$ cat config.mk
export PLATFORM = sky130hd
export DESIGN_NAME = mux_scan
export DESIGN_NICKNAME = d
export VERILOG_FILES = /design/src/rtl/mux_scan.sv
export SDC_FILE = /design/constraint.sdc
export NUM_CORES = 1
export LEC_CHECK = 0
export ABC_AREA = 0
export CORE_UTILIZATION = 25
export DETAILED_ROUTE_END_ITERATION = 12
export MAX_ROUTING_LAYER = met4
export SYNTH_ARGS = -nofsm -noshare
export SYNTH_HDL_FRONTEND = slang
export SYNTH_SLANG_ARGS = --single-unit
$ cat constraint.sdc
create_clock -name clk -period 2 [get_ports clk]
set_input_delay 0.4 -clock clk [delete_from_list [all_inputs] [get_ports clk]]
set_output_delay 0.4 -clock clk [all_outputs]
set_load 0.02 [all_outputs]
$ cat src/rtl/mux_scan.sv
// ============================================================================
// mux_scan: N-channel registered mux with manual select and auto-scan dwell.
// Optional build macro MUX_SCAN_MASK_EN adds chan_mask for masked scanning.
// Revision: 1.0
// ============================================================================
`default_nettype none

module mux_scan #(
  parameter int WIDTH    = 8,
  parameter int CHANNELS = 4,
  parameter int DWELL    = 1,
  localparam int SELW    = $clog2(CHANNELS)
) (
  input  logic                       clk,
  input  logic                       rst_n,
  input  logic [CHANNELS*WIDTH-1:0]  din,
  input  logic                       mode,
  input  logic [SELW-1:0]            sel_in,
  input  logic                       load_sel,
`ifdef MUX_SCAN_MASK_EN
  input  logic [CHANNELS-1:0]        chan_mask,
`endif
  output logic [WIDTH-1:0]           dout,
  output logic                       dout_valid,
  output logic [SELW-1:0]            sel_out,
  output logic                       wrap
);

  localparam int CNT_W = (DWELL > 1) ? $clog2(DWELL) : 1;
  localparam logic [CNT_W-1:0] DWELL_LAST = CNT_W'(DWELL - 1);
  localparam logic [SELW-1:0]  SEL_LAST   = SELW'(CHANNELS - 1);
  localparam logic [SELW:0]    CHAN_COUNT = (SELW + 1)'(CHANNELS);

  logic [SELW-1:0]  sel_q, sel_d;
  logic [CNT_W-1:0] cnt_q, cnt_d;
  logic [WIDTH-1:0] dout_q, dout_d;
  logic             dout_valid_q, dout_valid_d;
  logic             wrap_q, wrap_d;

  logic             load_ok;
  logic             dwell_done;
  logic             any_enabled;
  logic [SELW-1:0]  next_sel;
  logic             next_wraps;
  logic [WIDTH-1:0] sel_word;

  // Compare-based word select keeps non-power-of-two channel counts in range.
  always_comb begin
    sel_word = '0;
    for (int i = 0; i < CHANNELS; i++) begin
      if (sel_q == SELW'(i)) begin
        sel_word = din[i*WIDTH +: WIDTH];
      end
    end
  end

`ifdef MUX_SCAN_MASK_EN
  logic [SELW:0] cand;
  logic          found;

  // Search upward from sel_q+1, wrapping, for the first enabled channel.
  always_comb begin
    next_sel = sel_q;
    found    = 1'b0;
    cand     = '0;
    for (int i = 1; i <= CHANNELS; i++) begin
      cand = {1'b0, sel_q} + (SELW + 1)'(i);
      if (cand >= CHAN_COUNT) begin
        cand = cand - CHAN_COUNT;
      end
      if (!found && chan_mask[cand[SELW-1:0]]) begin
        found    = 1'b1;
        next_sel = cand[SELW-1:0];
      end
    end
    any_enabled = |chan_mask;
    next_wraps  = (next_sel <= sel_q);
  end
`else
  always_comb begin
    next_sel    = (sel_q == SEL_LAST) ? '0 : sel_q + SELW'(1);
    next_wraps  = (sel_q == SEL_LAST);
    any_enabled = 1'b1;
  end
`endif

  always_comb begin
    load_ok      = load_sel && ({1'b0, sel_in} < CHAN_COUNT);
    dwell_done   = (cnt_q == DWELL_LAST);
    sel_d        = sel_q;
    cnt_d        = '0;
    wrap_d       = 1'b0;
    dout_d       = sel_word;
    dout_valid_d = any_enabled;

    if (mode) begin
      // A load wins over a coincident advance and restarts the dwell.
      if (load_ok) begin
        sel_d = sel_in;
      end else if (!any_enabled) begin
        sel_d = sel_q;
      end else if (dwell_done) begin
        sel_d  = next_sel;
        wrap_d = next_wraps;
      end else begin
        cnt_d = cnt_q + CNT_W'(1);
      end
    end else if (load_ok) begin
      sel_d = sel_in;
    end
  end

  always_ff @(posedge clk) begin
    if (!rst_n) begin
      sel_q        <= '0;
      cnt_q        <= '0;
      dout_q       <= '0;
      dout_valid_q <= 1'b0;
      wrap_q       <= 1'b0;
    end else begin
      sel_q        <= sel_d;
      cnt_q        <= cnt_d;
      dout_q       <= dout_d;
      dout_valid_q <= dout_valid_d;
      wrap_q       <= wrap_d;
    end
  end

  assign dout       = dout_q;
  assign dout_valid = dout_valid_q;
  assign sel_out    = sel_q;
  assign wrap       = wrap_q;

endmodule

`default_nettype wire

# Word level (Yosys, flattened, before mapping)
# Index checks and enable logic that the tools add are counted.
# totals
register_bits	13
input_bits	38
out_inout_bits	12
elab_cells	29
# classes
addsub	2
eq_ne	4
mux	10
bitwise_logic	3
n_reduce_logical	5
# ops
op	n
2-to-1 mux 8 bit	4
2-to-1 mux 2 bit	5
OR reduction 4 bit	2
== test 2 bit, second input constant	2
NOT 1 bit	3
adder 2 x 1 -> 2 bit, second input constant	1
== test 2 x 1 -> 1 bit, second input constant	1
zero test 2 bit	1
inequality test 2 bit, second input constant	1
AND reduction 2 bit	1
nonzero test 2 bit	1
adder 1 bit, second input constant	1
2-to-1 mux 1 bit	1

# Longest topological paths before layout
# Gate-level depths: netlist of run 1.
# logic_depth
depth_word	5
depth_mapped	6
depth_no_buf	5

# Worst setup path after synthesis of run 1
# OpenSTA, ideal clock, no wires.
# synth_path
path_kind	reg2reg
start	reg sel_q[0] (netlist: sel_out[0])
end	reg dout_q[5] (netlist: dout[5])
setup_time_ns	0.117
arrival_ns	1.385
required_ns	1.883
slack_ns	0.498
path_stages_with_launch	7
path_buffers	1
synth_period_minus_slack_ns	1.502
path_cell_list	dfxtp_1 -> inv_1 -> ha_1 -> buf_4 -> a21oi_1 -> o21ai_0 -> a32o_1
# synth_via
elab_chain_cells	5
word_cells_on_any_way	8
cone_classes	3 x eq/ne; 4 x mux; 1 x reduce/logical
# synth_lines
item	line	text
from (decl)	34	logic [SELW-1:0] sel_q, sel_d;
from (signal assigned)	121	sel_q <= sel_d;
zero test 2 bit	51	if (sel_q == SELW'(i)) begin
2-to-1 mux 8 bit (3 in series)	51	
2-to-1 mux 8 bit *	51	
to (signal assigned)	123	dout_q <= dout_d;
to (decl)	36	logic [WIDTH-1:0] dout_q, dout_d;
# Mark *: on every way between the ends. The rest lies on a longest branch, timed or not.
# A chain may end at the register's enable or synchronous reset.

# Worst setup path after layout of run 1
# layout_path
start	reg sel_q[0] (netlist: sel_out[0])
end	out sel_out[0]
# layout_rtl
item	line	text
to (decl)	25	output logic [SELW-1:0] sel_out,
# No word-level cell between the ends.

==> results of run 1 <==
==> worst register-to-register path, stage by stage, from the launching register on <==
cell and delay [ps]:
dfxtp_1 450, inv_1 100, ha_1 390, a21oi_1 190, o21ai_0 110, a32o_1 220
==> final cells by class <==
cell class	count	area, µm²
fillers	268	1300
repair buffers	51	505
multi-input cells	55	360
flip-flops and latches	13	260
well taps	30	37.5
inverters	9	33.8
clock buffers	3	22.5
clock inverters	1	5.00
==> logic make-up (layout without fill, tap and decap cells) <==
group | after synthesis | after routing | share of synthesized area
AO/OA/AOI/OAI | 32 | 32 | 0.297
flip-flops | 13 | 13 | 0.381
buffers and inverters | 14 | 64 | 0.0916
adder cells (fa/ha/maj) | 4 | 4 | 0.0733
AND/OR/NAND/NOR | 16 | 16 | 0.123
other | 1 | 1 | 0.00549
multiplexers | 2 | 2 | 0.0293
==> final timing paths <==
| path | slack, ps | endpoint | cells after the start | startpoint |
|---|---|---|---|---|
| min | 610 | wrap$_SDFF_PP0_ | 2 | cnt_q$_SDFF_PP0_ |
| max reg2reg | 440 | dout[5]$_SDFF_PN0_ | 5 | sel_out[0]$_SDFFE_PN0P_ |
| max | 220 | sel_out[0] | 1 | sel_out[0]$_SDFFE_PN0P_ |
| min reg2reg | 610 | wrap$_SDFF_PP0_ | 2 | cnt_q$_SDFF_PP0_ |
==> per-stage QoR <==
step           setup WS, ps  total power (µW)  std cells  instance area, µm²  hold slack, ps
2_1_floorplan           498               414         82                 683             428
3_3_place_gp            499               544        158                1200             596
3_5_place_dp            470               548        158                1200             597
4_1_cts                 222               714        162                1220             611
5_1_grt                 161               750        162                1220             650
6_report                220               704        162                1220             614
==> layer usage <==
| metal | share of wire | vias to the layer above | wire length (µm) | track usage |
|---|---|---|---|---|
| met5 | 0 | - | 0 | - |
| met4 | 0.0061 | 0 | 12 | 0.0256 |
| met3 | 0.087 | 2 | 171 | 0.0500 |
| met2 | 0.49 | 32 | 958 | 0.274 |
| met1 | 0.42 | 354 | 813 | 0.140 |
| li1 | - | 390 | - | - |
==> power groups by stage <==
stage / clock (µW) / sequential [µW] / combinational (µW)
floorplan: 0 / 326 / 87.9
global placement: 0 / 297 / 247
detailed placement: 0 / 298 / 249
CTS: 171 / 292 / 251
global route: 186 / 295 / 268
finish: 164 / 292 / 248
==> registers in the layout, indices dropped and copies added (netlist names) <==
name	flops
sel_out	2
wrap	1
cnt_q	1
dout	8
dout_valid	1
==> cell usage in the layout, fill, tap and decap left out <==
cell type        count
conb_1               1
clkinv_2             1
a32o_1               6
clkbuf_4             3
nand2b_1             2
a221oi_1             2
clkdlybuf4s50_1     49
o31ai_1              2
a21oi_1             14
o21ai_0              8
nor3_1               1
ha_1                 4
nor2b_1              2
inv_1                9
nor2b_4              1
buf_4                2
dfxtp_1             13
nand3_1              2
mux2i_1              2
nand2_1              7
nor2_1               1
==> flow_summary.json, run 1 <==
{
  "syn-num-nets": 124,
  "place_congestion": 0.692,
  "p_sw_frac": 0.289,
  "fp.dieArea_um2": 2950,
  "seqPwrFrac": 0.415,
  "yosysSeqAreaShare": 0.381,
  "critical_path_class": "reg -> out",
  "p_leak_uw": 0.000505,
  "ys.flop_type": "dfxtp_1",
  "cts_root_buffer": "clkbuf_4",
  "clockBufferDepth": 2,
  "fp.dieH_um": 54.3,
  "tightest_slew_ps": 520,
  "dpl.hpwl_um": 1530,
  "postCtsResizedCells": 0,
  "via_per_inst": 4.80,
  "yosysMostFrequentCell": "a21oi_1",
  "grt_setup_unrepaired": "false",
  "crit_path_top_delay_cell": "clkdlybuf4s50_1",
  "finalHoldViolCount": 0,
  "grt_pass1_vias": 739,
  "drt_first_pass_iters": 4,
  "drive_above_1_share": 0.0530,
  "gr-total-overflow": 0,
  "slew_violations": 0,
  "cts_tree": "yes",
  "synth_area_um2": 683,
  "yosysTopAreaCell": "dfxtp_1",
  "clock_latency_ps": 280,
  "status": "completed",
  "ctsHoldBuffers": 0,
  "die_w_um": 54.3,
  "synth_area_leaders": "dfxtp_1 (38%), a21oi_1 (10%), a32o_1 (8.8%)",
  "setup_viol": 0,
  "via_count": 778,
  "hp-class": "reg -> reg",
  "nNetsFinal": 175,
  "cap_violations": 0,
  "drt_iter0_drc": 6,
  "pwr-share-comb": 0.352,
  "finalWirelength_um": 1960,
  "synth_cells": 82,
  "synth_edf_count": 0,
  "p_switching_uw": 203,
  "antenna_found_initial": 0,
  "cts-buffers-inserted": 3,
  "synth_top_area_share": 0.381,
  "async_reset_ff_frac": 0,
  "post_cts_buffers": 0,
  "vdd_drop_max_v": 0.000486,
  "track_usage": 0.144,
  "syn_area_per_cell_um2": 8.33,
  "min_period_ps": 1780,
  "clk_transition_reported_paths_ps": 90,
  "intPower_uw": 500,
  "htree_levels": 1,
  "antenna_left": 0,
  "power.density_nw_per_um2": 574,
  "path_cells": "clkdlybuf4s50_1",
  "grt_pass1_wl_um": 2920,
  "cp-end-kind": "output pin",
  "grt_start_max_net_pins": 17,
  "crit_family": "buffers and inverters",
  "ioPinCount": 50,
  "cp-start-kind": "flip-flop",
  "syn_to_final_growth_pct": 79.3,
  "synth_cell_types": 20,
  "final_util": 0.486,
  "worst-path-buf-inv": 1,
  "synthTopCellsByCount": "a21oi_1 (14), dfxtp_1 (13), inv_1 (9)",
  "cts_sinks": 13,
  "skew_ps": 6.06,
  "diodes": 0,
  "cp.required_ps": 1600,
  "cp_slowest_stage_delay_ps": 650,
  "fin_crit_sh": 0.890,
  "post-route-drc-count": 0,
  "fin_tns_setup_ps": 0,
  "ys_ff_latch": 13,
  "arrival_ps": 1380,
  "num_rows": 18,
  "wl_per_cell_um": 12.1,
  "max_freq_mhz": 562,
  "core_um2": 2520,
  "port_buffers": 49,
  "start_util": 0.271,
  "critPathMaxFanout": 6,
  "clkPwrFrac": 0.233,
  "synth_warnings": 0,
  "relSlewSlack": 0.653
}
(Power assumes the default switching activity.)
==> run 2, diff against run 1 <==
--- a/config.mk
+++ b/config.mk
@@ -6,6 +6,7 @@
 export NUM_CORES = 1
 export LEC_CHECK = 0
 export ABC_AREA = 0
+export CAP_MARGIN = 5
 export CORE_UTILIZATION = 25
 export DETAILED_ROUTE_END_ITERATION = 12
 export MAX_ROUTING_LAYER = met4
==> results of run 2 <==
No change in the layout: final DEF, timing and power equal those of run 1.
==> run 3, diff against run 2 <==
--- a/config.mk
+++ b/config.mk
@@ -7,9 +7,11 @@
 export LEC_CHECK = 0
 export ABC_AREA = 0
 export CAP_MARGIN = 5
+export CORE_MARGIN = 4
 export CORE_UTILIZATION = 25
 export DETAILED_ROUTE_END_ITERATION = 12
 export MAX_ROUTING_LAYER = met4
 export SYNTH_ARGS = -nofsm -noshare
 export SYNTH_HDL_FRONTEND = slang
 export SYNTH_SLANG_ARGS = --single-unit
+export TNS_END_PERCENT = 20
==> flow_summary.json, run 3 (same netlist as run 1, synthesis figures left out) <==
{
  "setup_viol": 0,
  "postCtsResizedCells": 0,
  "port_buffers": 49,
  "grt_pass1_vias": 782,
  "drt_iter0_drc": 5,
  "hp-class": "reg -> reg",
  "power.density_nw_per_um2": 576,
  "cts_sinks": 13,
  "top_usage_layer": "met2",
  "clk_transition_reported_paths_ps": 70,
  "track_usage": 0.133,
  "place_area_um2": 1200,
  "cts_root_buffer": "clkbuf_4",
  "max_freq_mhz": 573,
  "largest_reg_flops": 8,
  "final_cell_mix": "clkdlybuf4s50_1 (49), a21oi_1 (14), dfxtp_1 (13)",
  "via_per_inst": 4.77,
  "wl_per_cell_um": 13.6,
  "arrival_ps": 1340,
  "skew_ps": 7.32,
  "final_area_um2": 1220,
  "grt.met2_usage": 0.213,
  "cp-start-kind": "flip-flop",
  "status": "completed",
  "diodes": 0,
  "clockBufferDepth": 2,
  "min_period_ps": 1740,
  "place_congestion": 0.708,
  "post-route-drc-count": 0,
  "fp.dieArea_um2": 3630,
  "grt_util_met1": 0.148,
  "grt_start_max_net_pins": 17,
  "critical_path_class": "reg -> out",
  "rrSetupSlack_ps": 500,
  "tightest_slew_ps": 524,
  "num_rows": 18,
  "dpl.hpwl_um": 1700,
  "start_util": 0.268,
  "place_ws_ps": 448,
  "slew_violations": 0,
  "cp-end-kind": "output pin",
  "cp.required_ps": 1600,
  "post_cts_buffers": 0,
  "p_leak_uw": 0.000502,
  "fin_cells": 162,
  "ioPinCount": 50,
  "grt_setup_unrepaired": "false",
  "crit_family": "buffers and inverters",
  "core_um2": 2540,
  "fin_tns_setup_ps": 0,
  "grt_pass1_wl_um": 3370,
  "drt_first_pass_iters": 4,
  "htree_levels": 1,
  "via_count": 773,
  "clock_latency_ps": 280,
  "vdd_drop_max_v": 0.000459,
  "die_w_um": 60.3,
  "ctsHoldBuffers": 0,
  "gr-total-overflow": 0,
  "syn_to_final_growth_pct": 79.1,
  "grtUsageMet3": 0.0475,
  "antenna_found_initial": 0,
  "drive_above_1_share": 0.0455,
  "setup_slack_ps": 255,
  "cts-buffers-inserted": 3,
  "nNetsFinal": 175,
  "cp_slowest_stage_delay_ps": 650,
  "relSlewSlack": 0.651,
  "antenna_left": 0,
  "place_inst": 158,
  "nFillCells": 268,
  "final_common_cell": "clkdlybuf4s50_1",
  "finalWirelength_um": 2200,
  "worst-path-buf-inv": 1,
  "fp.dieH_um": 60.3,
  "cap_violations": 0,
  "crit_path_top_delay_cell": "clkdlybuf4s50_1",
  "path_cells": "clkdlybuf4s50_1",
  "cts_tree": "yes",
  "finalHoldViolCount": 0,
  "critPathMaxFanout": 6,
  "fin_crit_sh": 0.872
}
==> run 3: cell types whose count changed in the layout (fill, tap and decap cells not counted) <==
| cell | before | now |
|---|---|---|
| clkbuf_1 | 0 | 1 |
| clkinv_2 | 1 | 0 |
==> run 3: worst min-delay path, delay by kind of cell (launching register included) <==
family           cells  cell delay, ps
DFF                  1             300
and+or+nand+nor      2             250
==> run 3: routing by layer <==
layer,vias up,part of all wire
met2,36,0.47
li1,387,-
met1,346,0.41
met5,-,0
met4,0,0.013
met3,4,0.10
==> run 3: power by group <==
part           leakage, µW  total (µW)  internal [µW]  switching [µW]
clock            0.0000150         164           77.4            87.1
sequential        0.000108         292            282            9.43
combinational     0.000379         249            144             105
total             0.000502         705            504             202
==> run 3: worst paths after layout <==
path | start | cells past startpoint | to
worst max-delay path | sel_out[0]$_SDFFE_PN0P_ | 1 | sel_out[0]
worst min-delay path | cnt_q$_SDFF_PP0_ | 2 | wrap$_SDFF_PP0_
worst max register to register | sel_out[0]$_SDFFE_PN0P_ | 4 | dout[7]$_SDFF_PN0_
worst min register to register | cnt_q$_SDFF_PP0_ | 2 | wrap$_SDFF_PP0_
==> run 3: cell type report <==
class                   count  area (µm²)  area share
multi-input cells          55         360       0.294
inverters                   9        33.8      0.0276
repair buffers             51         505       0.413
well taps                  30        37.5      0.0307
flip-flops and latches     13         260       0.213
clock buffers               4        26.3      0.0215
==> run 3: per-stage QoR <==
step	utilization	hold WS [ps]	total power, µW
after floorplan	-	428	414
after global placement	0.471	591	545
after detailed placement	0.471	591	548
after CTS	0.481	600	718
after global routing	0.481	643	756
final	0.481	590	705
==> patch, RTL diff (config.mk and constraints of run 3) <==
Build with the macro `MUX_SCAN_MASK_EN` defined.
--- a/src/rtl/mux_scan.sv
+++ b/src/rtl/mux_scan.sv
@@ -4,6 +4,8 @@
 // Revision: 1.0
 // ============================================================================
 `default_nettype none
+
+`define MUX_SCAN_MASK_EN
 
 module mux_scan #(
   parameter int WIDTH    = 8,
Interface: changed (added chan_mask); port bits go from 50 to 54. No check against the original RTL was run, so the function may have changed too.
==> patch against run 3 <==
The run now ends with negative setup slack left; hold slack about the same; routed wire length increased by 38%; first-iteration DRC count rose to 13 times the old value; area after synthesis up 39%; clock power increased by 37%; worst setup slack got worse by 0.56 ns; sequential power rose by 2%; power grew 48%; sequential cell count unchanged; combinational power grew 110%; final area is 42% higher; final cell count rose by 48%; via count grew 44%; critical path type is now reg2reg; largest power group is now combinational logic.
==> patch: results (changes against run 3) <==
| Metric | Value |
|---|---|
| Final setup violation count | `2 (+2)` |
| Fillcell total | `365 (+36%)` |
| Total GRT Usage | `0.127 (-0.00644)` |
| Final #Nets | `240 (+37%)` |
| Kind of critical path | `reg2reg` |
| Mux contribution to synthesized area | `0.104 (+0.0748)` |
| Met2 GRT Util | `0.212 (-0.00110)` |
| Placed instance area | `1640 um2 (+37%)` |
| Drt wl/cell | `12.7 um (-6.2%)` |
| Status | `finished, violations left` |
| Adder-cell share of the synthesized area | `0.0791 (+0.00579)` |
| Slowest stage cell, crit path | `dfxtp_4` |
| FF-to-FF path depth | `10 (+6)` |
| Share of layout cells above drive strength 1 | `0.188 (+0.143)` |
| Final WS setup | `-0.307 ns (-0.563 ns)` |
| Syn Nets | `169 (+36%)` |
| Synth cell count leaders | `a21oi_1, nand2_1, dfxtp_1, o21ai_0` |
| CTS Root Buffer Type | `clkbuf_8` |
| Failing checks | `negative setup slack` |
| Peak VDD IR | `0.388 mV (-15%)` |
| Post-Synth XOR/XNOR Area | `0.00922 (+0.00922)` |
| First DRT Iteration DRCs | `63 (+58)` |
| Vias | `1,111 (+44%)` |
| Max Fanout on Critical Path | `5 (-1)` |
| Sequential share of the synthesized area | `0.274 (-0.107)` |
| R2r endpoint | `wrap` |
| Compound-Gate Fraction of Synth Area | `0.228 (-0.0688)` |
| First-pass GRT wire length | `4.96 mm (+47%)` |
| Met1 usage | `0.150 (+0.00221)` |
patch: cell count changes in the layout (fill, tap and decap cells not counted), sizes merged, moves of 8 or more:
| cell | delta |
|---|---|
| and2 | +8 |
| buf | +18 |
| nand3b | +8 |
| nand2 | +11 |
patch: worst min-delay path by stage:
stage | from | endpoint | slack, ns | cells after the start
final | cnt_q | wrap | 0.59 | 3
after global routing | cnt_q | wrap | 0.64 | 3
after CTS | cnt_q | wrap | 0.59 | 3
after detailed placement | cnt_q | wrap | 0.58 | 3
after global placement | cnt_q | wrap | 0.57 | 3
after floorplan | load_sel | wrap | 0.48 | 1
patch: cell type report:
cell class | instances | area (um2) | share of cell area
repair buffers | 73 | 676 | 0.389
inverters | 4 | 15.0 | 0.00865
flip-flops and latches | 13 | 265 | 0.153
well taps | 48 | 60.1 | 0.0346
clock buffers | 4 | 45.0 | 0.0259
multi-input cells | 97 | 676 | 0.389
patch: cells by family (layout without fill, tap and decap cells):
logic type,Yosys count,after routing
fa+ha+maj,6,6
flops,13,13
mux,6,6
simple gates,44,44
xor+xnor,1,1
compound gates,39,39
buf+inv,11,81
other cells,1,1
patch: stage by stage:
step,cells,utilization,setup slack [ns]
finish,239,0.474,-0.307
global route,239,0.474,-0.453
CTS,236,0.465,-0.357
detailed placement,229,0.447,-0.757
global placement,229,0.447,-0.704
floorplan,121,-,-0.411
patch: per-layer routing:
| layer | share of wire | routed length [um] | up-vias |
|---|---|---|---|
| met5 | 0 | 0 | - |
| met4 | 0 | 0 | 0 |
| met3 | 0.083 | 253 | 0 |
| met2 | 0.46 | 1410 | 48 |
| met1 | 0.45 | 1380 | 493 |
| li1 | - | - | 570 |
patch: power by group through the flow:
stage / combinational, W / clock [W] / sequential [W]
floorplan: 0.000220 / 0 / 0.000338
global placement: 0.000470 / 0 / 0.000304
detailed placement: 0.000478 / 0 / 0.000305
CTS: 0.000491 / 0.000234 / 0.000298
global route: 0.000575 / 0.000249 / 0.000301
finish: 0.000520 / 0.000224 / 0.000298
patch: what timing repair did:
action | 4_1_cts | 5_1_grt
gates resized for setup | 5 | 2
pin swaps | 2 | 1
buffers inserted | 3 | 3
endpoints found under the setup margin | 2 | 2
patch: tightest hold or removal path, stage by stage (launching register included):
cell and delay [ns]:
dfxtp_1 0.31, nor2_1 0.04, nand2_1 0.13, nor4b_2 0.06
